File: src/rtl/systolic_pkg.sv
// Shared definitions for the systolic array result path: drain state encoding,
// default geometry and the element-index width helper.
package systolic_pkg;

    typedef enum logic [0:0] {
        StIdle,
        StStream
    } drain_state_e;

    localparam int unsigned DefOpWidth  = 8;
    localparam int unsigned DefAccWidth = 18;
    localparam int unsigned DefDim      = 2;

    function automatic int unsigned idx_width(input int unsigned dim);
        return $clog2(dim * dim);
    endfunction

endpackage

File: src/rtl/systolic_result_drain_if.sv
// Valid/ready result stream from the drain to the downstream consumer.
interface systolic_result_drain_if
    import systolic_pkg::*;
#(
    parameter int unsigned OP_WIDTH = DefOpWidth,
    parameter int unsigned DIM      = DefDim
) ();

    localparam int unsigned IdxWidth = idx_width(DIM);

    logic                out_valid;
    logic                out_ready;
    logic [OP_WIDTH-1:0] out_data;
    logic [IdxWidth-1:0] out_index;
    logic                out_last;
    logic                out_sat;

    modport master (
        output out_valid,
        output out_data,
        output out_index,
        output out_last,
        output out_sat,
        input  out_ready
    );

    modport slave (
        input  out_valid,
        input  out_data,
        input  out_index,
        input  out_last,
        input  out_sat,
        output out_ready
    );

endinterface

File: src/rtl/systolic_result_drain_acc_narrow.sv
// Combinational accumulator-to-output narrowing. DRAIN_SATURATE_EN selects clamping
// to the signed output range; otherwise the value wraps and sat is 0.
module acc_narrow
    import systolic_pkg::*;
#(
    parameter int unsigned ACC_WIDTH = DefAccWidth,
    parameter int unsigned OP_WIDTH  = DefOpWidth
) (
    input  logic [ACC_WIDTH-1:0] acc,
    output logic [OP_WIDTH-1:0]  data,
    output logic                 sat
);

`ifdef DRAIN_SATURATE_EN
    if (ACC_WIDTH > OP_WIDTH) begin : g_clamp
        logic sign;
        logic in_range;
        assign sign = acc[ACC_WIDTH-1];
        // Representable iff every bit from the output sign bit upward equals the sign.
        assign in_range = (acc[ACC_WIDTH-1:OP_WIDTH-1] == {(ACC_WIDTH-OP_WIDTH+1){sign}});
        assign sat  = ~in_range;
        assign data = in_range ? acc[OP_WIDTH-1:0]
                    : (sign ? {1'b1, {(OP_WIDTH-1){1'b0}}} : {1'b0, {(OP_WIDTH-1){1'b1}}});
    end else begin : g_pass
        assign data = acc[OP_WIDTH-1:0];
        assign sat  = 1'b0;
    end
`else
    if (ACC_WIDTH > OP_WIDTH) begin : g_wrap
        logic unused_hi;
        assign unused_hi = ^acc[ACC_WIDTH-1:OP_WIDTH];
    end
    assign data = acc[OP_WIDTH-1:0];
    assign sat  = 1'b0;
`endif

endmodule

File: src/rtl/systolic_result_drain.sv
// Captures a DIM x DIM accumulator matrix and streams narrowed elements in row-major
// order. Narrowing mode is set by DRAIN_SATURATE_EN inside acc_narrow.
module systolic_result_drain
    import systolic_pkg::*;
#(
    parameter int unsigned OP_WIDTH  = DefOpWidth,
    parameter int unsigned ACC_WIDTH = DefAccWidth,
    parameter int unsigned DIM       = DefDim
) (
    input  logic                           clk,
    input  logic                           reset,
    input  logic                           acc_valid,
    input  logic [DIM*DIM*ACC_WIDTH-1:0]   acc_data,
    output logic                           acc_ready,
    output logic                           busy,
    output logic                           drop_err,
    systolic_result_drain_if.master        out_if
);

    localparam int unsigned NumElem  = DIM * DIM;
    localparam int unsigned IdxWidth = idx_width(DIM);
    localparam logic [IdxWidth-1:0] LastIdx = IdxWidth'(NumElem - 1);

    drain_state_e        state_q, state_d;
    logic [IdxWidth-1:0] idx_q, idx_d, next_idx;
    logic                valid_q, valid_d;
    logic                busy_q, busy_d;
    logic [OP_WIDTH-1:0] data_q, data_d;
    logic                last_q, last_d;
    logic                sat_q, sat_d;
    logic                drop_q, drop_d;
    logic                capture;

    logic [ACC_WIDTH-1:0] buffer_q [NumElem];
    logic [ACC_WIDTH-1:0] narrow_src;
    logic [OP_WIDTH-1:0]  narrow_data;
    logic                 narrow_sat;

    assign next_idx = idx_q + 1'b1;

    // Element 0 is narrowed straight from the input so it is ready the cycle after capture.
    assign narrow_src = (state_q == StIdle) ? acc_data[0 +: ACC_WIDTH] : buffer_q[next_idx];

    acc_narrow #(
        .ACC_WIDTH (ACC_WIDTH),
        .OP_WIDTH  (OP_WIDTH)
    ) u_narrow (
        .acc  (narrow_src),
        .data (narrow_data),
        .sat  (narrow_sat)
    );

    always_comb begin
        state_d = state_q;
        idx_d   = idx_q;
        valid_d = valid_q;
        data_d  = data_q;
        last_d  = last_q;
        sat_d   = sat_q;
        drop_d  = drop_q | (acc_valid & (state_q == StStream));
        capture = 1'b0;
        unique case (state_q)
            StIdle: begin
                if (acc_valid) begin
                    capture = 1'b1;
                    state_d = StStream;
                    idx_d   = '0;
                    valid_d = 1'b1;
                    data_d  = narrow_data;
                    sat_d   = narrow_sat;
                    last_d  = 1'b0;
                end
            end
            StStream: begin
                if (out_if.out_ready) begin
                    if (last_q) begin
                        state_d = StIdle;
                        valid_d = 1'b0;
                    end else begin
                        idx_d  = next_idx;
                        data_d = narrow_data;
                        sat_d  = narrow_sat;
                        last_d = (next_idx == LastIdx);
                    end
                end
            end
            default: begin
                state_d = StIdle;
                valid_d = 1'b0;
            end
        endcase
        busy_d = (state_d == StStream);
    end

    always_ff @(posedge clk) begin
        if (reset) begin
            state_q <= StIdle;
            idx_q   <= '0;
            valid_q <= 1'b0;
            busy_q  <= 1'b0;
            data_q  <= '0;
            last_q  <= 1'b0;
            sat_q   <= 1'b0;
            drop_q  <= 1'b0;
        end else begin
            state_q <= state_d;
            idx_q   <= idx_d;
            valid_q <= valid_d;
            busy_q  <= busy_d;
            data_q  <= data_d;
            last_q  <= last_d;
            sat_q   <= sat_d;
            drop_q  <= drop_d;
        end
    end

    always_ff @(posedge clk) begin
        if (capture) begin
            for (int i = 0; i < int'(NumElem); i++) begin
                buffer_q[i] <= acc_data[i*ACC_WIDTH +: ACC_WIDTH];
            end
        end
    end

    assign acc_ready        = (state_q == StIdle);
    assign busy             = busy_q;
    assign drop_err         = drop_q;
    assign out_if.out_valid = valid_q;
    assign out_if.out_data  = data_q;
    assign out_if.out_index = idx_q;
    assign out_if.out_last  = last_q;
    assign out_if.out_sat   = sat_q;

endmodule
File: src/flat_wrapper.sv
// flat-port wrapper written by rule: the top's interface ports become plain ports
module systolic_result_drain_flat import systolic_pkg::*;
#(
    parameter int unsigned OP_WIDTH  = DefOpWidth,
    parameter int unsigned ACC_WIDTH = DefAccWidth,
    parameter int unsigned DIM       = DefDim
)
  (clk, reset, acc_valid, acc_data, acc_ready, busy, drop_err, out_if_out_valid, out_if_out_data, out_if_out_index, out_if_out_last, out_if_out_sat, out_if_out_ready);
  systolic_result_drain_if #(.OP_WIDTH(OP_WIDTH), .DIM(DIM)) out_if_i ();
  input  logic clk;
  input  logic reset;
  input  logic acc_valid;
  input  logic [DIM*DIM*ACC_WIDTH-1:0] acc_data;
  output logic acc_ready;
  output logic busy;
  output logic drop_err;
  output wire logic [$bits(out_if_i.out_valid)-1:0] out_if_out_valid;
  output wire logic [$bits(out_if_i.out_data)-1:0] out_if_out_data;
  output wire logic [$bits(out_if_i.out_index)-1:0] out_if_out_index;
  output wire logic [$bits(out_if_i.out_last)-1:0] out_if_out_last;
  output wire logic [$bits(out_if_i.out_sat)-1:0] out_if_out_sat;
  input wire logic [$bits(out_if_i.out_ready)-1:0] out_if_out_ready;
  assign out_if_out_valid = out_if_i.out_valid;
  assign out_if_out_data = out_if_i.out_data;
  assign out_if_out_index = out_if_i.out_index;
  assign out_if_out_last = out_if_i.out_last;
  assign out_if_out_sat = out_if_i.out_sat;
  assign out_if_i.out_ready = out_if_out_ready;
  systolic_result_drain #(.OP_WIDTH(OP_WIDTH), .ACC_WIDTH(ACC_WIDTH), .DIM(DIM)) u_core (.clk(clk), .reset(reset), .acc_valid(acc_valid), .acc_data(acc_data), .acc_ready(acc_ready), .busy(busy), .drop_err(drop_err), .out_if(out_if_i));
endmodule
File: config.mk
export PLATFORM = sky130hd
export DESIGN_NAME = systolic_result_drain_flat
export DESIGN_NICKNAME = d
export VERILOG_FILES = /design/src/rtl/systolic_pkg.sv /design/src/rtl/systolic_result_drain_if.sv /design/src/rtl/systolic_result_drain_acc_narrow.sv /design/src/rtl/systolic_result_drain.sv /design/src/flat_wrapper.sv
export SDC_FILE = /design/constraint.sdc
export NUM_CORES = 1
export LEC_CHECK = 0
export CORE_MARGIN = 10
export CORE_UTILIZATION = 50
export CTS_BUF_LIST = sky130_fd_sc_hd__clkbuf_2 sky130_fd_sc_hd__clkbuf_4 sky130_fd_sc_hd__clkbuf_8
export CTS_CLUSTER_SIZE = 16
export DETAILED_ROUTE_END_ITERATION = 8
export GPL_TIMING_DRIVEN = 1
export HOLD_SLACK_MARGIN = 0.02
export PLACE_DENSITY = 0.81
export SLEW_MARGIN = 5
export SYNTH_ARGS = -nofsm -noshare
export SYNTH_HDL_FRONTEND = slang
export SYNTH_HIERARCHICAL = 1
export SYNTH_SLANG_ARGS = --single-unit
export TNS_END_PERCENT = 5
File: constraint.sdc
create_clock -name clk -period 3.1 [get_ports clk]
set_input_delay 0.31 -clock clk [delete_from_list [all_inputs] [get_ports clk]]
set_output_delay 0.31 -clock clk [all_outputs]
set_load 0.01 [all_outputs]
# Yosys cells after proc, flatten, opt, wreduce, memory -nomap -nowiden
# Memories as Yosys holds them, arrays and structs flattened.
# Index checks and enable logic that the tools add are counted.
# totals
register_bits	15
ram_bits	72
memories	1
# mem_list
name	depth	width	rd	rd_ports_with_merged_regs	wr	line_no	rtl
u_core.buffer_q	4	18	1	0	4	systolic_result_drain.sv:34	logic [ACC_WIDTH-1:0] buffer_q [NumElem];
# op_classes
addsub	1
n_eq_ne	5
mux	27
n_bitwise	3
n_reduce_logical	3
# ops
cell	n
two-way mux 8 bit	4
one-hot mux 8 bit (2 select lines)	1
two-way mux 1 bit	14
inequality test 2 bit (second input constant)	4
one-hot mux 1 bit (2 select lines)	4
two-way mux 2 bit	3
AND reduction 3 bit	2
one-hot mux 2 bit (2 select lines)	1
adder 2 x 1 -> 2 bit (second input constant)	1
equality test 2 bit (second input constant)	1
AND reduction 2 bit	1
bitwise AND 1 bit	1
NOT 1 bit	1
OR 1 bit	1

# Longest topological paths before layout
# Gate-level depths: netlist (run 1).
# An unclocked memory read counts as a cell.
# logic_depth
ltp_word	6
mapped_depth	10

# By module
# Netlist (run 1), hierarchy kept.
# modules_own_cells
module	instances	cells_per_inst	area_per_inst_um2	seq_area_each_um2
systolic_result_drain	1	182	3489.6	2462.4
acc_narrow	1	10	71.3	0.0

# Least setup slack after synthesis (run 1)
# Ideal clock, no wire load.
# synth_path
path_kind	flip-flop to flip-flop
start	register u_core/busy (netlist name)
end	memory u_core/buffer_q[0][0] (netlist name), enable pin
setup_time_ns	0.427
arrival_ns	2.238
required_ns	2.673
slack_ns	0.435
stages_incl_launch_ff	5
path_buffers	2
path_cell_list	dfxtp_1 buf_2 nand2b_1 buf_2 inv_1
# synth_lines
item	line_no
end: declaration	systolic_result_drain.sv:34

# Worst setup path after layout (run 1)
# layout_path
start	register u_core.idx_q[0], in the netlist u_core/out_if.out_index[0]
end	register u_core.data_q[4], in the netlist u_core/out_if.out_data[4]
# layout_between
elab_chain_len	6
elab_cells_between_ends	7
cone_classes	1 x add/sub; 5 x mux; 1 x memory
# layout_lines
item	line_no	rtl
start: declaration	systolic_result_drain.sv:25	logic [IdxWidth-1:0] idx_q, idx_d, next_idx;
start signal: assignment	systolic_result_drain.sv:107	idx_q <= idx_d;
adder 2 x 1 -> 2 bit *	systolic_result_drain.sv:39	assign next_idx = idx_q + 1'b1;
memory read (4 x 18 bit) *	--	
two-way mux 8 bit *	systolic_result_drain.sv:42	assign narrow_src = (state_q == StIdle) ? acc_data[0 +: ACC_WIDTH] : buffer_q[next_idx];
named net u_core.narrow_src[4]	systolic_result_drain.sv:35	logic [ACC_WIDTH-1:0] narrow_src;
two-way mux 8 bit	systolic_result_drain.sv:76	if (last_q) begin
two-way mux 8 bit	systolic_result_drain.sv:75	if (out_if.out_ready) begin
one-hot mux 8 bit (2 select lines) *	systolic_result_drain.sv:62	unique case (state_q)
end signal: assignment	systolic_result_drain.sv:110	data_q <= data_d;
end: declaration	systolic_result_drain.sv:28	logic [OP_WIDTH-1:0] data_q, data_d;
# Mark *: on every way through the listed nets, which the timed path passes. The rest lies on a longest branch. The select of a mux whose other input is x is not followed.
# A chain may end at the register's enable or synchronous reset.

==> results of run 1 <==
power by group:
group / internal, mW / total [mW] / switching (mW)
Combinational: 0.119 / 0.193 / 0.0740
Clock: 0.206 / 0.389 / 0.182
Sequential: 0.711 / 0.725 / 0.0138
worst max-delay path, delay by kind of cell (launching register included):
kind | cells | cell delay [ns]
AO/OA/AOI/OAI | 2 | 0.26
multiplexers | 2 | 0.65
flip-flops | 1 | 0.34
adder cells (fa/ha/maj) | 1 | 0.56
buffers and inverters | 1 | 0.05
AND/OR/NAND/NOR | 1 | 0.07
stage by stage:
stage	power [mW]	util, %	hold WS (ns)
after global routing	1.366	68.22	0.5101
final	1.307	68.22	0.4827
after global placement	0.9265	65.53	0.4519
after detailed placement	0.9344	65.53	0.4718
after CTS	1.323	68.22	0.4929
after floorplan	0.8546	-	0.4089
metal layers:
| layer | share of wire, % | up-vias | global-route usage, % | wire [µm] |
|---|---|---|---|---|
| met5 | 0 | - | 0 | 0 |
| met4 | 0.97 | 0 | 3.692 | 37 |
| li1 | - | 559 | - | - |
| met3 | 11 | 4 | 5.664 | 401 |
| met2 | 46 | 57 | 16.90 | 1748 |
| met1 | 42 | 547 | 13.55 | 1614 |
path summary, 6_finish.rpt:
| kind | endpoint | cells past startpoint | slack [ns] | startpoint |
|---|---|---|---|---|
| max reg2reg | u_core/out_if.out_data[4] | 7 | 1.07 | u_core/out_if.out_index[0] |
| max | u_core/out_if.out_data[4] | 7 | 1.07 | u_core/out_if.out_index[0] |
| min | u_core/drop_err | 2 | 0.48 | u_core/drop_err |
| min reg2reg | u_core/drop_err | 2 | 0.48 | u_core/drop_err |
state kept, by name (all words and copies together), names as in the netlist:
| name | flops |
|---|---|
| u_core/buffer_q | 32 |
| u_core/out_if.out_data | 8 |
| u_core/out_if.out_index | 2 |
| u_core/busy | 1 |
| u_core/drop_err | 1 |
| u_core/out_if.out_last | 1 |
| u_core/out_if.out_sat | 1 |
| u_core/out_if.out_valid | 1 |
cell type report:
type / count / area share (%)
multi-input combinational: 60 / 22.91
tap: 48 / 2.335
clock buffer: 8 / 3.940
inverter: 4 / 0.5837
timing repair buffer: 54 / 21.21
sequential: 47 / 49.03
==> metrics.md, run 1 <==
| Metric | Value |
|---|---|
| First-pass GRT wire length | `6.396 mm` |
| Max VDD drop | `0.2941 mV` |
| Placed cells | `roughly 210` |
| RSZ-0062 raised after global routing | `false` |
| Fmax | `0.4917 GHz` |
| Final WS setup | `1.066 ns` |
| Ys Warns | `6` |
| Reg area | `between 0.001 and 0.0015 mm²` |
| CTS buffer count | `5` |
| Post-layout nets | `249` |
| IO Pins | `92` |
| Syn_nets | `between 200 and 250` |
| Worst-margin pin slew | `0.5241 ns` |
| Row cnt | `22` |
| DIE WIDTH | `around 83 µm` |
| Status | `finished clean` |
| Final Skew | `0.006540 ns` |
| Detailed Route Iter0 Violations | `97` |
| Overflow after GRT | `0` |
| Crit path required time | `approximately 3.3 ns` |
| Number of global-route vias before repair | `1,272` |
| Leakage | `just over 0.9 nW` |
| Most common cell after layout, fill and taps aside | `clkdlybuf4s50_1` |
| GRT Overall Usage | `11.22%` |
| Crit Path Class | `reg2reg` |
| Root Buffer | `clkbuf_8` |
| CTS resizes | `0` |
| Fin area | `0.002572 mm²` |
| Fin. max-slew vios | `0` |
| Layout Cells excl Fill | `around 220` |
| Diode count | `0` |
| Rel. slew slack | `between 60% and 70%` |
| Setup crit end kind | `flip-flop` |
| Max clock buf depth | `2` |
| Setup violators final | `0` |
| Share of layout cells above drive strength 1 | `~22%` |
| Synth-to-Final Area Change | `28.42%` |
| Synth Instances | `132` |
| DP Worst Slack | `0.9764 ns` |
| Vias | `1,167` |
| Syn_area_per_cell | `15.18 µm²` |
| Final HPWL DP | `2.829 mm` |
| PD cells | `507.9 mW/mm²` |
| CP Cell Sequence | `inv_1 > ha_1 > mux4_2 > mux2_4 > nand2b_1 > a21oi_1 > a31o_2` |
| Filler cells | `263` |
| Worst-Skew Late Latency | `0.29 ns` |
| Drt via density | `5.281` |
| Setup_tns | `0 ns` |
| Final wirelength | `3.802 mm` |
| Chip height | `83.30 µm` |
| Count of input and output buffers | `51` |
| Die area | `between 0.006 and 0.007 mm²` |
| CTS tree | `yes` |
| Area of the multi-input gates | `between 500 and 600 µm²` |
| Maxcap violations | `0` |
| Drt wl/cell | `roughly 17 µm` |
| Minimum clock period | `2.034 ns` |
| Drc violations | `0` |
| H-tree depth | `2` |
| Crit path launch type | `flip-flop` |
| Hold buffer count at CTS | `0` |
| Max Fanout on Critical Path | `9` |
| CP arrival | `approximately 2.2 ns` |
| Most frequent cells in the layout | `clkdlybuf4s50_1, edfxtp_1, dfxtp_1` |
| Pre-antenna DRT Iters | `4` |
| Hold Violations, Final | `0` |
| Crit share post-route | `~66%` |
| Largest net degree at the start of global routing | `22` |
| CP peak stage delay | `0.56 ns` |
| Number of buffers added for setup after CTS | `0` |
| Initial Utilization | `53.12%` |
| Worst min path class | `reg2reg` |
| Core Box Area | `0.003771 mm²` |
| Initial antenna violation count | `0` |
| Clock transition at path regs | `0.08 ns` |
| Routed Antenna Nets | `0` |
| Post-synthesis cell area | `around 0.002 mm²` |
| Clk sinks | `47` |
| GP Congestion | `0.7794` |
| Slowest cell on crit path | `ha_1` |
| Placement Cell Area | `0.002471 mm²` |
Note: power is estimated with default switching activity, not from simulation.
==> run 2, diff against run 1 <==
clock period = 2.09 ns   (was 3.1 ns; I/O delays follow)
==> metrics.md, run 2 (synthesis results as in run 1) <==
| Metric | Value |
|---|---|
| Status | `finished clean` |
| Synth-to-Final Area Change | `29.79%` |
| Row cnt | `22 (unchanged)` |
| Pre-antenna DRT Iters | `4 (unchanged)` |
| Chip height | `83.30 µm (unchanged)` |
| Setup violators final | `0 (unchanged)` |
| Overflow after GRT | `0 (unchanged)` |
| Largest net degree at the start of global routing | `34 (+55%)` |
| H-tree depth | `2 (unchanged)` |
| Final HPWL DP | `2.991 mm (+5.7%)` |
| Hold Violations, Final | `0 (unchanged)` |
| CP arrival | `2.11 ns (-0.12 ns)` |
| Worst min path class | `in2reg` |
| Vias | `1,196 (+2.5%)` |
| GP Congestion | `0.7487 (-3.9%)` |
| Setup_tns | `0 ns (unchanged)` |
| Critical path buffer and inverter count | `1 (unchanged)` |
| Routed Antenna Nets | `0 (unchanged)` |
| Combinational Power Share | `15.0% (+0.2 points)` |
| Crit path launch type | `flip-flop` |
| Fmax | `0.5220 GHz (+6.2%)` |
| Number of global-route vias before repair | `1,326 (+4.2%)` |
| P_int | `1.551 mW (+50%)` |
| Final Util | `68.94% (+0.73 points)` |
| Switching Fraction | `21.00% (+0.32 points)` |
| Crit share post-route | `91.67% (+26 points)` |
| Count of input and output buffers | `51 (unchanged)` |
| Most common cell after layout, fill and taps aside | `clkdlybuf4s50_1` |
| Share of layout cells above drive strength 1 | `23.86% (+1.9 points)` |
| Core Box Area | `0.003771 mm² (unchanged)` |
| First-pass GRT wire length | `6.513 mm (+1.8%)` |
| IO Pins | `92 (unchanged)` |
| Max VDD drop | `0.4251 mV (+45%)` |
| Final Skew | `0.01109 ns (+0.004548 ns)` |
| Setup crit end kind | `flip-flop` |
| Reg with most FFs | `u_core/buffer_q` |
| Slowest cell on crit path | `ha_2` |
| Root Buffer | `clkbuf_8` |
| Max clock buf depth | `2 (unchanged)` |
| Diode count | `0 (unchanged)` |
| Power Total | `1.963 mW (+50%)` |
| Die area | `0.006938 mm² (unchanged)` |
| Final wirelength | `3.971 mm (+4.4%)` |
| Post-layout nets | `252 (+1.2%)` |
| Placement Cell Area | `0.002494 mm² (+0.91%)` |
| CP peak stage delay | `0.46 ns (-0.10 ns)` |
| Minimum clock period | `1.916 ns (-0.1181 ns)` |
| Initial antenna violation count | `0 (unchanged)` |
| PD cells | `755.0 mW/mm² (+49%)` |
| Crit Path Class | `reg2reg` |
| Maxcap violations | `0 (unchanged)` |
| Clock power frac | `30.2% (+0.4 points)` |
| Max Fanout on Critical Path | `9 (unchanged)` |
| CTS buffer count | `5 (unchanged)` |
| CTS tree | `yes` |
| RSZ-0062 raised after global routing | `false` |
| Crit path required time | `2.29 ns (-1.00 ns)` |
| Crit path max-delay family | `multiplexers` |
| Max reg flops | `32 (unchanged)` |
| Net Sw Power | `0.4122 mW (+53%)` |
| Drt via density | `5.339 (+1.1%)` |
| Drt wl/cell | `17.73 µm (+3.0%)` |
| Worst-Skew Late Latency | `0.30 ns (about the same)` |
| GRT Overall Usage | `11.33% (+0.11 points)` |
| Fin. max-slew vios | `0 (unchanged)` |
| Initial Utilization | `53.12% (unchanged)` |
| CP Cell Sequence | `inv_1 > ha_2 > mux4_2 > mux2_4 > nand2b_1 > a21oi_1 > a31o_2` |
| Clk sinks | `47 (unchanged)` |
| Detailed Route Iter0 Violations | `116 (+20%)` |
| Fin area | `0.002600 mm² (+1.1%)` |
| Seq pwr share | `54.7% (-0.8 points)` |
| Leakage | `0.9461 nW (+1.4%)` |
| Clock transition at path regs | `0.09 ns (about the same)` |
| Drc violations | `0 (unchanged)` |
| DIE WIDTH | `83.30 µm (unchanged)` |
| Fin Hold WS | `0.4647 ns (-0.01798 ns)` |
| Most frequent cells in the layout | `clkdlybuf4s50_1, edfxtp_1, dfxtp_1` |
run 2: cell count changes in the layout (fill, tap and decap cells not counted), sizes merged:
cell  previous run  this run
buf              3         6
run 2: per-stage QoR:
step                      setup slack (ns)  cells
after floorplan                    0.01967    132
after global placement              0.1482    216
after detailed placement           0.08724    216
after CTS                          0.05922    224
after global routing               0.09613    224
final                               0.1742    224
run 2: path summary, 6_finish.rpt:
| path | start | to | slack [ns] | depth (start not counted) |
|---|---|---|---|---|
| setup / recovery | u_core/out_if.out_index[0] | u_core/out_if.out_data[2] | 0.17 | 7 |
| hold / removal | acc_data[59] | u_core/buffer_q[3][5] | 0.46 | 1 |
| setup reg to reg | u_core/out_if.out_index[0] | u_core/out_if.out_data[2] | 0.17 | 7 |
| hold reg to reg | u_core/drop_err | u_core/drop_err | 0.48 | 2 |
run 2: final cells by class:
type / count / area, µm²
Inverter: 4 / 15.01
Clock buffer: 8 / 103.9
Fill cell: 260 / 1171
Sequential cell: 47 / 1261
Multi-Input combinational cell: 60 / 591.8
Timing Repair Buffer: 57 / 568.0
Tap cell: 48 / 60.06
run 2: power by group through the flow:
stage / Clock [mW] / Sequential [mW] / Combinational [mW]
after floorplan: 0 / 1.10 / 0.166
after global placement: 0 / 1.09 / 0.288
after detailed placement: 0 / 1.10 / 0.298
after CTS: 0.618 / 1.07 / 0.299
after global routing: 0.649 / 1.08 / 0.317
final: 0.593 / 1.07 / 0.295
run 2: metal layers:
| metal | part of all wire, % | GRT usage, % | vias up |
|---|---|---|---|
| li1 | - | - | 567 |
| met4 | 0.83 | 3.077 | 0 |
| met1 | 42 | 13.04 | 583 |
| met5 | 0 | 0 | - |
| met2 | 49 | 18.09 | 42 |
| met3 | 8.7 | 5.762 | 4 |
run 2: repair_timing:
item,in CTS,in global routing
gates resized for setup,0,1
hold buffers,0,0
buffers inserted,0,0
setup endpoints to repair,0,4
==> run 3, diff against run 2 <==
CORE_ASPECT_RATIO = 0.7   (was unset)
==> metrics.md, run 3 (synthesis results as in run 1) <==
| Metric | Value |
|---|---|
| Final HPWL DP | `3.168 mm (+5.9%)` |
| Worst r2r src | `u_core/out_if.out_index[0]` |
| H-tree depth | `2 (unchanged)` |
| Fin. max-slew vios | `0 (unchanged)` |
| Clk sinks | `47 (unchanged)` |
| Crit path required time | `2.30 ns (about the same)` |
| Layout Cells excl Fill | `229 (+2.2%)` |
| Worst Hold Endpoint | `u_core/buffer_q[2][7]` |
| Post-layout nets | `253 (+0.40%)` |
| Filler cells | `282 (+8.5%)` |
| Area of the multi-input gates | `591.8 µm² (unchanged)` |
| Fmax | `0.5223 GHz (about the same)` |
| CP peak stage delay | `0.45 ns (about the same)` |
| Leakage | `0.9439 nW (-0.23%)` |
| CP arrival | `2.12 ns (about the same)` |
| Reg with most FFs | `u_core/buffer_q` |
| Final Util | `66.46% (-2.5 points)` |
| CTS buffer count | `5 (unchanged)` |
| Routed Antenna Nets | `0 (unchanged)` |
| CTS tree | `yes` |
| Die area | `0.006978 mm² (+0.58%)` |
| Minimum clock period | `1.914 ns (-0.001337 ns)` |
| GP Congestion | `0.8154 (+8.9%)` |
| Max Fanout on Critical Path | `9 (unchanged)` |
| Final Skew | `0.009007 ns (-0.002082 ns)` |
| Reg area | `0.001261 mm² (unchanged)` |
| Number of global-route vias before repair | `1,297 (-2.2%)` |
| Max reg flops | `32 (unchanged)` |
| DIE WIDTH | `95.65 µm (+15%)` |
| Chip height | `72.96 µm (-12%)` |
| Crit Path Class | `reg2reg` |
| Setup crit end kind | `flip-flop` |
| Crit path launch type | `flip-flop` |
| Clock transition at path regs | `0.09 ns (about the same)` |
| Maxcap violations | `0 (unchanged)` |
| Diode count | `0 (unchanged)` |
| Share of layout cells above drive strength 1 | `24.29% (+0.43 points)` |
| IO Pins | `92 (unchanged)` |
| Largest net degree at the start of global routing | `22 (-35%)` |
| Hold Path Cell Cnt | `1 (unchanged)` |
| Status | `finished clean` |
| PD cells | `751.5 mW/mm² (-0.47%)` |
| Worst-Skew Late Latency | `0.30 ns (about the same)` |
| Final wirelength | `4.254 mm (+7.1%)` |
| First-pass GRT wire length | `6.603 mm (+1.4%)` |
| Initial Utilization | `51.38% (-1.7 points)` |
| Overflow after GRT | `0 (unchanged)` |
| Row cnt | `19 (-14%)` |
| Hold Violations, Final | `0 (unchanged)` |
| Number of buffers added for setup after CTS | `0 (unchanged)` |
| Initial antenna violation count | `0 (unchanged)` |
| Placed cells | `221 (+2.3%)` |
| R2R cell count | `7 (unchanged)` |
| Drt via density | `5.336 (about the same)` |
| Root Buffer | `clkbuf_8` |
| Worst min path class | `in2reg` |
| Setup_tns | `0 ns (unchanged)` |
| Core Box Area | `0.003899 mm² (+3.4%)` |
| Most frequent cells in the layout | `clkdlybuf4s50_1, edfxtp_1, dfxtp_1` |
| Detailed Route Iter0 Violations | `67 (-42%)` |
| Drc violations | `0 (unchanged)` |
| Pre-antenna DRT Iters | `4 (unchanged)` |
| Most common cell after layout, fill and taps aside | `clkdlybuf4s50_1` |
| Slowest cell on crit path | `ha_2` |
| Crit share post-route | `91.60% (about the same)` |
| RSZ-0062 raised after global routing | `false` |
| Drt wl/cell | `18.58 µm (+4.8%)` |
| Count of input and output buffers | `51 (unchanged)` |
| Setup violators final | `0 (unchanged)` |
| Synth-to-Final Area Change | `29.36%` |
| Reg-to-Reg End | `u_core/out_if.out_data[1]` |
| Vias | `1,222 (+2.2%)` |
| GRT Overall Usage | `12.38% (+1.0 points)` |
| HP Start | `acc_data[43]` |
| CP Cell Sequence | `inv_1 > ha_2 > mux4_2 > mux2_4 > nand2b_1 > a21oi_1 > a31o_2` |
| Max clock buf depth | `2 (unchanged)` |
| Setup slack, reg-to-reg | `0.18 ns (about the same)` |
| Max VDD drop | `0.4483 mV (+5.5%)` |
[run 3: cell count changes in the layout (fill, tap and decap cells not counted), sizes merged]
| cell | delta |
|---|---|
| clkbuf | -1 |
| clkinv | +1 |
| buf | +1 |
[run 3: critical path, delay by kind of cell (launching register included)]
kind,cells,cell delay (ns)
compound gates,2,0.27
fa+ha+maj,1,0.45
buf+inv,1,0.05
flops,1,0.34
mux,2,0.60
simple gates,1,0.09
[run 3: timing repair]
action                                  CTS  global route
hold buffers                              0             0
endpoints found under the setup margin    0             3
resized for setup                         0             1
[run 3: report_power, final]
part / internal (mW) / switching (mW)
logic: 0.180 / 0.111
clock network: 0.280 / 0.298
registers: 1.05 / 0.0248
total: 1.51 / 0.433
[run 3: layout make-up]
class	count	area share, %
Clock buffer	7	3.477
Multi-Input combinational cell	60	22.84
Tap cell	52	2.511
Sequential cell	47	48.67
Clock inverter	1	0.1931
Inverter	4	0.5794
Timing Repair Buffer	58	21.73
[run 3: per-stage QoR]
step	instance area (µm²)	worst slack, ns	power [mW]	hold WS [ns]
3_5_place_dp	2494	0.06572	1.392	0.4777
4_1_cts	2589	0.05081	1.969	0.4410
6_report	2591	0.1755	1.947	0.4533
5_1_grt	2591	0.08986	2.026	0.4301
3_3_place_gp	2494	0.1176	1.379	0.4485
2_1_floorplan	2003	0.01967	1.268	0.3079
[run 3: routing by layer]
metal	wire length, µm	GRT usage, %	share of wire (%)
met1	1753	14.62	41
met2	2044	19.49	48
met3	427	6.578	10
met4	29	2.936	0.68
met5	0	0	0
[run 3: worst max-delay path by stage]
| stage | startpoint | end | slack, ns | cells past startpoint |
|---|---|---|---|---|
| global route | u_core/out_if.out_index[0] | u_core/out_if.out_data[1] | 0.09 | 7 |
| global placement | u_core/out_if.out_index[0] | u_core/out_if.out_data[1] | 0.12 | 7 |
| CTS | u_core/out_if.out_index[0] | u_core/out_if.out_data[1] | 0.05 | 7 |
| finish | u_core/out_if.out_index[0] | u_core/out_if.out_data[1] | 0.18 | 7 |
| floorplan | u_core/out_if.out_index[0] | u_core/out_if.out_data[0] | 0.02 | 10 |
| detailed placement | u_core/out_if.out_index[0] | u_core/out_if.out_data[1] | 0.07 | 7 |
